File: src/rtl/cam_capture_ctrl.sv
// cam_capture_ctrl: write-side controller for the camera frame buffer.
// It pairs the RGB565 bytes of each pixel, reduces the pair to RGB111 and
// writes the result to consecutive frame-buffer addresses. Frames are
// delimited by VSYNC, lines by HREF, and capture is single-shot or continuous.
//
// Write port: regwrite is a one-cycle valid for {addr_in, data_in}. There is
// no ready; the RAM takes every write. addr_in/data_in hold between writes.
module cam_capture_ctrl #(
  parameter int AW      = 15,
  parameter int DW      = 3,
  parameter int H_PIX   = 160,
  parameter int V_LINES = 120
) (
  input  logic          clk,
  input  logic          rst,
  input  logic          cam_vsync,
  input  logic          cam_href,
  input  logic          cam_byte_en,
  input  logic [7:0]    cam_data,
  input  logic          start,
  input  logic          continuous,
  output logic [AW-1:0] addr_in,
  output logic [DW-1:0] data_in,
  output logic          regwrite,
  output logic          busy,
  output logic          frame_done,
  output logic          overflow,
  output logic          line_err
);

  typedef enum logic [2:0] {
    IDLE       = 3'd0,
    WAIT_VS    = 3'd1,
    WAIT_FRAME = 3'd2,
    CAPTURE    = 3'd3,
    DONE       = 3'd4
  } state_t;

  // One extra bit so the pixel counter can hold the value H_PIX*V_LINES
  // without wrapping back into address 0.
  localparam logic [AW:0] TOTAL    = (AW+1)'(H_PIX * V_LINES);
  localparam logic [AW:0] LINE_LEN = (AW+1)'(H_PIX);

  state_t      state;
  state_t      next_state;
  logic        phase;
  logic [7:0]  hi_byte;
  logic [AW:0] pix_cnt;
  logic [AW:0] line_cnt;
  logic        href_q;
  logic        in_cap;
  logic        href_fall;

  assign in_cap    = (state == CAPTURE);
  assign href_fall = in_cap && href_q && !cam_href;

  // State register.
  always_ff @(posedge clk or posedge rst) begin
    if (rst) begin
      state <= IDLE;
    end else begin
      state <= next_state;
    end
  end

  // Next-state logic: capture always begins on a VSYNC high->low boundary.
  always_comb begin
    next_state = state;
    case (state)
      IDLE:       if (start || continuous) next_state = WAIT_VS;
      WAIT_VS:    if (cam_vsync)           next_state = WAIT_FRAME;
      WAIT_FRAME: if (!cam_vsync)          next_state = CAPTURE;
      CAPTURE:    if (cam_vsync)           next_state = DONE;
      DONE:       next_state = continuous ? WAIT_FRAME : IDLE;
      default:    next_state = IDLE;
    endcase
  end

  // Registered status outputs, derived from the state being entered.
  always_ff @(posedge clk or posedge rst) begin
    if (rst) begin
      busy       <= 1'b0;
      frame_done <= 1'b0;
    end else begin
      busy       <= (next_state != IDLE);
      frame_done <= (next_state == DONE);
    end
  end

  // Byte pairing, pixel write, address counting and sticky error flags.
  always_ff @(posedge clk or posedge rst) begin
    if (rst) begin
      phase    <= 1'b0;
      hi_byte  <= '0;
      pix_cnt  <= '0;
      line_cnt <= '0;
      href_q   <= 1'b0;
      regwrite <= 1'b0;
      addr_in  <= '0;
      data_in  <= '0;
      overflow <= 1'b0;
      line_err <= 1'b0;
    end else begin
      regwrite <= 1'b0;
      href_q   <= cam_href;

      if (state == IDLE && start) begin
        overflow <= 1'b0;
        line_err <= 1'b0;
      end

      if (!in_cap) begin
        // Outside CAPTURE bytes are ignored and every counter restarts.
        phase    <= 1'b0;
        pix_cnt  <= '0;
        line_cnt <= '0;
      end else begin
        if (!cam_href) begin
          // A dangling hi byte is dropped when the line ends.
          phase    <= 1'b0;
          line_cnt <= '0;
        end else if (cam_byte_en) begin
          phase <= ~phase;
          if (!phase) begin
            hi_byte <= cam_data;
          end else begin
            if (line_cnt != '1) line_cnt <= line_cnt + 1'b1;
            if (pix_cnt < TOTAL) begin
              regwrite <= 1'b1;
              addr_in  <= pix_cnt[AW-1:0];
              data_in  <= DW'({hi_byte[7], hi_byte[2], cam_data[4]});
              pix_cnt  <= pix_cnt + 1'b1;
            end else begin
              overflow <= 1'b1;
            end
          end
        end

        if (href_fall && line_cnt != LINE_LEN) line_err <= 1'b1;
      end
    end
  end

endmodule

File: config.mk
export PLATFORM = sky130hd
export DESIGN_NAME = cam_capture_ctrl
export DESIGN_NICKNAME = d
export VERILOG_FILES = /design/src/rtl/cam_capture_ctrl.sv
export SDC_FILE = /design/constraint.sdc
export NUM_CORES = 1
export LEC_CHECK = 0
export ABC_AREA = 1
export BUFFER_PORTS_ARGS = -buffer_cell sky130_fd_sc_hd__buf_2
export CAP_MARGIN = 10
export CORE_MARGIN = 2
export CORE_UTILIZATION = 47
export CTS_BUF_LIST = sky130_fd_sc_hd__clkbuf_4 sky130_fd_sc_hd__clkbuf_8 sky130_fd_sc_hd__clkbuf_16
export CTS_CLUSTER_SIZE = 10
export DETAILED_ROUTE_END_ITERATION = 8
export PLACE_DENSITY = 0.73
export SYNTH_ARGS = -nofsm -noshare
export SYNTH_HDL_FRONTEND = slang
export SYNTH_SLANG_ARGS = --single-unit
File: constraint.sdc
create_clock -name clk -period 1.8 [get_ports clk]
set_input_delay 0.36 -clock clk [delete_from_list [all_inputs] [get_ports clk]]
set_output_delay 0.36 -clock clk [all_outputs]
set_load 0.005 [all_outputs]
# == Yosys cells after proc, flatten, opt, wreduce, memory -nomap -nowiden ==
# Index checks and enable logic that the tools add are counted.
# op_classes
add_sub_neg,2
multipliers,0
n_div,0
n_lt_le_gt_ge,1
n_eq_ne,14
n_shift,0
muxes,33
n_bitwise,1
reduce_logical,12
# op_table
op,n
two-way mux 16 bit,10
"adder 16 x 1 -> 16 bit, second input constant",2
two-way mux 1 bit,17
"less-than comparator 16 x 15 -> 1 bit, second input constant",1
"!= test 16 bit, second input constant",1
"!= test 16 x 8 -> 1 bit, second input constant",1
one-hot mux 3 bit (5 select lines),1
two-way mux 3 bit,4
AND reduction 4 bit,2
"== test 3 x 2 -> 1 bit, second input constant",2
"== test 3 bit, second input constant",2
"!= test 2 bit, second input constant",3
"!= test 3 bit, second input constant",2
AND reduction 5 bit,1
logical AND 1 bit,4
"== test 3 x 1 -> 1 bit, second input constant",1
logical NOT 3 bit,1
"!= test 3 x 2 -> 1 bit, second input constant",1
AND reduction 3 bit,1
nonzero test 3 bit,1
two-way mux 2 bit,1
"!= test 2 x 1 -> 1 bit, second input constant",1
logical NOT 1 bit,1
logical OR 1 bit,1
inverter 1 bit,1
# word_totals
reg_bits,68
latchBits,0
ram_bits,0
romBits,0
input_bits,15
output_inout_bits,23
word_cells,76
n_memories,0

# == Depth between registers and ports, before layout ==
# depth
ltp_word,8
mapped_depth,12

# == Worst setup path after synthesis ==
# Ideal clock, no wire load.
# synth_timing
path_kind,register -> register
from,register line_cnt[0]
to,register line_cnt[6]
setup_time_ns,0.074
arrival_time_ns,1.404
required_ns,1.726
path_slack_ns,0.322
path_stages_with_launch,11
path_buffers,1
synth_period_minus_slack_ns,1.478
cell_sequence,dfrtp_1 ha_1 nand2_1 nor2_2 nand3_4 nor2_8 nor2_8 inv_4 buf_12 nand2_1 o21ai_2
# synth_via
elab_chain_cells,6
word_cells_on_any_way,9
cone_classes,1 x add/sub; 2 x eq/ne; 5 x mux; 1 x reduce/logical
# synth_lines
item,line_no,source
from (decl),49,logic [AW:0] line_cnt;
from (signal assigned),127,if (line_cnt != '1) line_cnt <= line_cnt + 1'b1;
adder 16 x 1 -> 16 bit,127,
two-way mux 16 bit,127,
two-way mux 16 bit,124,if (!phase) begin
two-way mux 16 bit,122,end else if (cam_byte_en) begin
two-way mux 16 bit,118,if (!cam_href) begin
two-way mux 16 bit,112,if (!in_cap) begin
# Several ways; a longest one is shown, not always the timed one. The select of a mux whose other input is x is not followed.
# A chain may end at the register's enable or synchronous reset.

# == Worst setup path after layout ==
# Same ends and word-level chain as after synthesis.

==> impl_metrics.py <==
metrics = {
    "global_routing": {
        "antenna_found_initial": 0,
        "grt_overflow": 0,
        "grt_max_degree": 63,
        "grt_pass1_wl_mm": 12.36,
        "grt_use_total": 0.2000,
        "grt_pass1_vias": 2773,
    },
    "clock_tree": {
        "clock_path_buffers": 2,
        "cts_hold_buffers": 0,
        "htree_levels": 3,
        "cts.sinks": 62,
        "cts_root_buffer": "clkbuf_8",
        "cts_tree": "built",
        "cts_resized": 0,
        "cts.reportedPaths.clkPinSlew_ns": 0.07,
        "post_cts_buffers": 0,
        "worstSkewPairLatency_ns": 0.34,
        "cts_made_buffers": 9,
    },
    "power": {
        "clkPwrFrac": 0.378,
        "combPwrFrac": 0.195,
        "intPower_mw": 2.560,
        "leakagePower_nw": 1.903,
        "irDropWorstVdd_uv": 641.5,
        "switching_share": 0.2979,
        "p_switching_mw": 1.086,
        "p_seq_frac": 0.427,
        "total_power_mw": 3.647,
        "p_per_area_nw_per_um2": 927.6,
    },
    "layout": {
        "drive_above_1_share": 0.1708,
        "area_growth_pct": 14.71,
        "stdcell_area_um2": 3931,
        "fin_cells": 585,
        "n_antenna_cell": 0,
        "nNetsFinal": 500,
        "postLayoutCoreUtil": 0.5508,
    },
    "detailed_routing": {
        "wl_mm": 7.215,
        "dr.pass1.iters": 5,
        "vias": 3012,
        "ant_nets": 0,
        "drtIter0Drc": 179,
        "vias_per_cell": 5.149,
        "drcViolationCount": 0,
        "avgRoutedWirePerCell_um": 12.33,
    },
    "logic_synthesis": {
        "synth_cell_types": 36,
        "syn_inst": 443,
        "syn-cell-area_um2": 3427,
        "yosys_warnings": 0,
        "synth_fp_nets": 461,
        "seq_area_frac_synth": 0.4527,
        "synth_largest_area_cell": "dfrtp_1",
        "synth.area.top_cells": "dfrtp_1 (45%), nand2_1 (13%), nand3_1 (6.3%)",
        "syn_avg_cell_area_um2": 7.736,
        "synth.top_cell.area_share": 0.4527,
        "yosys_register_bits": 62,
    },
    "hold_path": {
        "min_path_type": "in -> async",
    },
    "placed_design": {
        "gp_congestion": 0.8711,
        "dp_cells": 570,
        "dpl-instance-area_um2": 3702,
        "hpwl_mm": 5.091,
        "port_buffers": 32,
    },
    "worst_setup_path": {
        "cp.arrival_ns": 1.94,
        "crit_buf_inv": 1,
        "crit_path_max_incr_delay_ns": 0.42,
        "critPathCaptureType": "flop",
        "critPathTopFamily": "simple AND/OR/NAND/NOR gates",
        "worstSetupStartpointType": "flop",
        "cp.required_ns": 2.03,
        "crit_path_top_delay_cell": "dfrtp_1",
        "cp_cell_sequence": "ha_1 -> nand2_1 -> nor2_4 -> nand3_4 -> nor2_8 -> nor2_8 -> inv_4 -> nand2_1 -> o21ai_2",
        "crit_type": "reg -> reg",
        "worstPathMaxFanout": 19,
    },
    "floorplan": {
        "rows": 31,
        "boundaryPins": 38,
        "die_h_um": 89.39,
        "initial_utilization": 0.4802,
        "die_area_um2": 7991,
        "coreArea_um2": 7137,
        "die_x_um": 89.39,
    },
    "status": {
        "outcome": "finished, final reports clean",
    },
    "sta": {
        "clock_skew_ns": 0.008457,
        "min_period_ns": 1.712,
        "finalSetupViolCount": 0,
        "slew_headroom": 0.7097,
        "slew_violations": 0,
        "post-route-period-util": 0.9511,
        "tightestPinTransition_ns": 0.4331,
        "setup-tns-final_ns": 0,
        "hold_viol": 0,
        "rsz0062_at_grt": "false",
        "fmax_mhz": 584.1,
    },
    "job": {
        "maxCapViolCount": 0,
    },
}
power groups by stage:
| stage | Combinational (mW) | Clock (mW) | Sequential (mW) |
|---|---|---|---|
| after detailed placement | 0.709 | 0 | 1.58 |
| final | 0.711 | 1.38 | 1.56 |
| after floorplan | 0.543 | 0 | 1.58 |
| after global placement | 0.690 | 0 | 1.58 |
| after global routing | 0.801 | 1.46 | 1.57 |
| after CTS | 0.710 | 1.41 | 1.56 |
worst paths after layout:
path	startpoint	to	slack [ns]	cells past startpoint
max	line_cnt[0]	line_cnt[6]	0.09	9
min	rst	addr_in[1]	0.11	3
max reg2reg	line_cnt[0]	line_cnt[6]	0.09	9
min reg2reg	addr_in[10]	addr_in[10]	0.48	2
max in group asynchronous	rst	data_in[2]	1.43	3
min in group clk	cam_data[4]	data_in[0]	0.21	3
synth_stat cells:
library cell  instances
nor3_4                1
xor2_1                3
nor3_2                1
nand4_1              12
o21bai_1              2
dfrtp_1              62
inv_8                 1
o211ai_1              2
xnor2_1               1
nand3_1              43
ha_1                  3
nand2_2               5
nor2_8                3
inv_2                 5
buf_2                 7
nand3b_1              1
nor2_1               44
nand2_1             117
inv_4                 1
o31ai_1               1
nor3_1               10
nand3_2               1
inv_1                52
nand2_8               1
o21ai_0              33
clkbuf_1              2
o21ai_2               5
nand3_4               1
a21oi_1               4
o21ai_1              10
nor4_1                2
a31oi_1               1
buf_6                 2
nor2_2                1
nor3b_1               1
buf_12                2
stage by stage:
step           hold slack, ns  setup slack, ns
2_1_floorplan          0.3914           0.3222
3_3_place_gp           0.4569           0.1595
3_5_place_dp           0.4666           0.1327
4_1_cts                0.1144          0.08729
5_1_grt                0.1372          0.01136
6_report               0.1118          0.08802
layout make-up:
class,count,area (µm²)
Tap cell,99,123.9
Fill cell,685,3206
Sequential cell,62,1551
Inverter,59,237.7
Clock inverter,3,68.82
Clock buffer,12,152.6
Multi-Input combinational cell,309,1544
Timing Repair Buffer,41,252.7
placed cells by master (no fill, tap or decap), types with 12 or more instances in the layout:
| master | count |
|---|---|
| nand2_1 | 117 |
| dfrtp_1 | 62 |
| inv_1 | 51 |
| nor2_1 | 44 |
| nand3_1 | 43 |
| o21ai_0 | 33 |
| buf_2 | 32 |
| nand4_1 | 12 |
tightest hold or removal path, stage by stage:
cell and delay [ns]:
buf_2 0.12, clkinvlp_4 0.08, buf_12 0.29
metal layers:
metal,share of wire,GRT usage,vias to the layer above
met2,0.50,0.3441,76
met5,0,0,-
met1,0.44,0.2436,1415
li1,-,-,1511
met4,0.014,0.07463,0
met3,0.048,0.04709,10
state kept, by name, summed over array words and instances, names as in the netlist:
register	cells
line_err	1
data_in	3
hi_byte	2
href_q	1
busy	1
pix_cnt	16
frame_done	1
phase	1
line_cnt	16
regwrite	1
overflow	1
addr_in	15
state	3
cells by family (layout without fill, tap and decap cells):
| group | after synthesis | after routing | synth area share |
|---|---|---|---|
| simple gates | 244 | 244 | 0.3337 |
| xor+xnor | 4 | 4 | 0.01022 |
| compound gates | 58 | 58 | 0.09420 |
| buf+inv | 72 | 115 | 0.09821 |
| fa+ha+maj | 3 | 3 | 0.01095 |
| flops | 62 | 62 | 0.4527 |
Power figures use the tool's default switching activity.
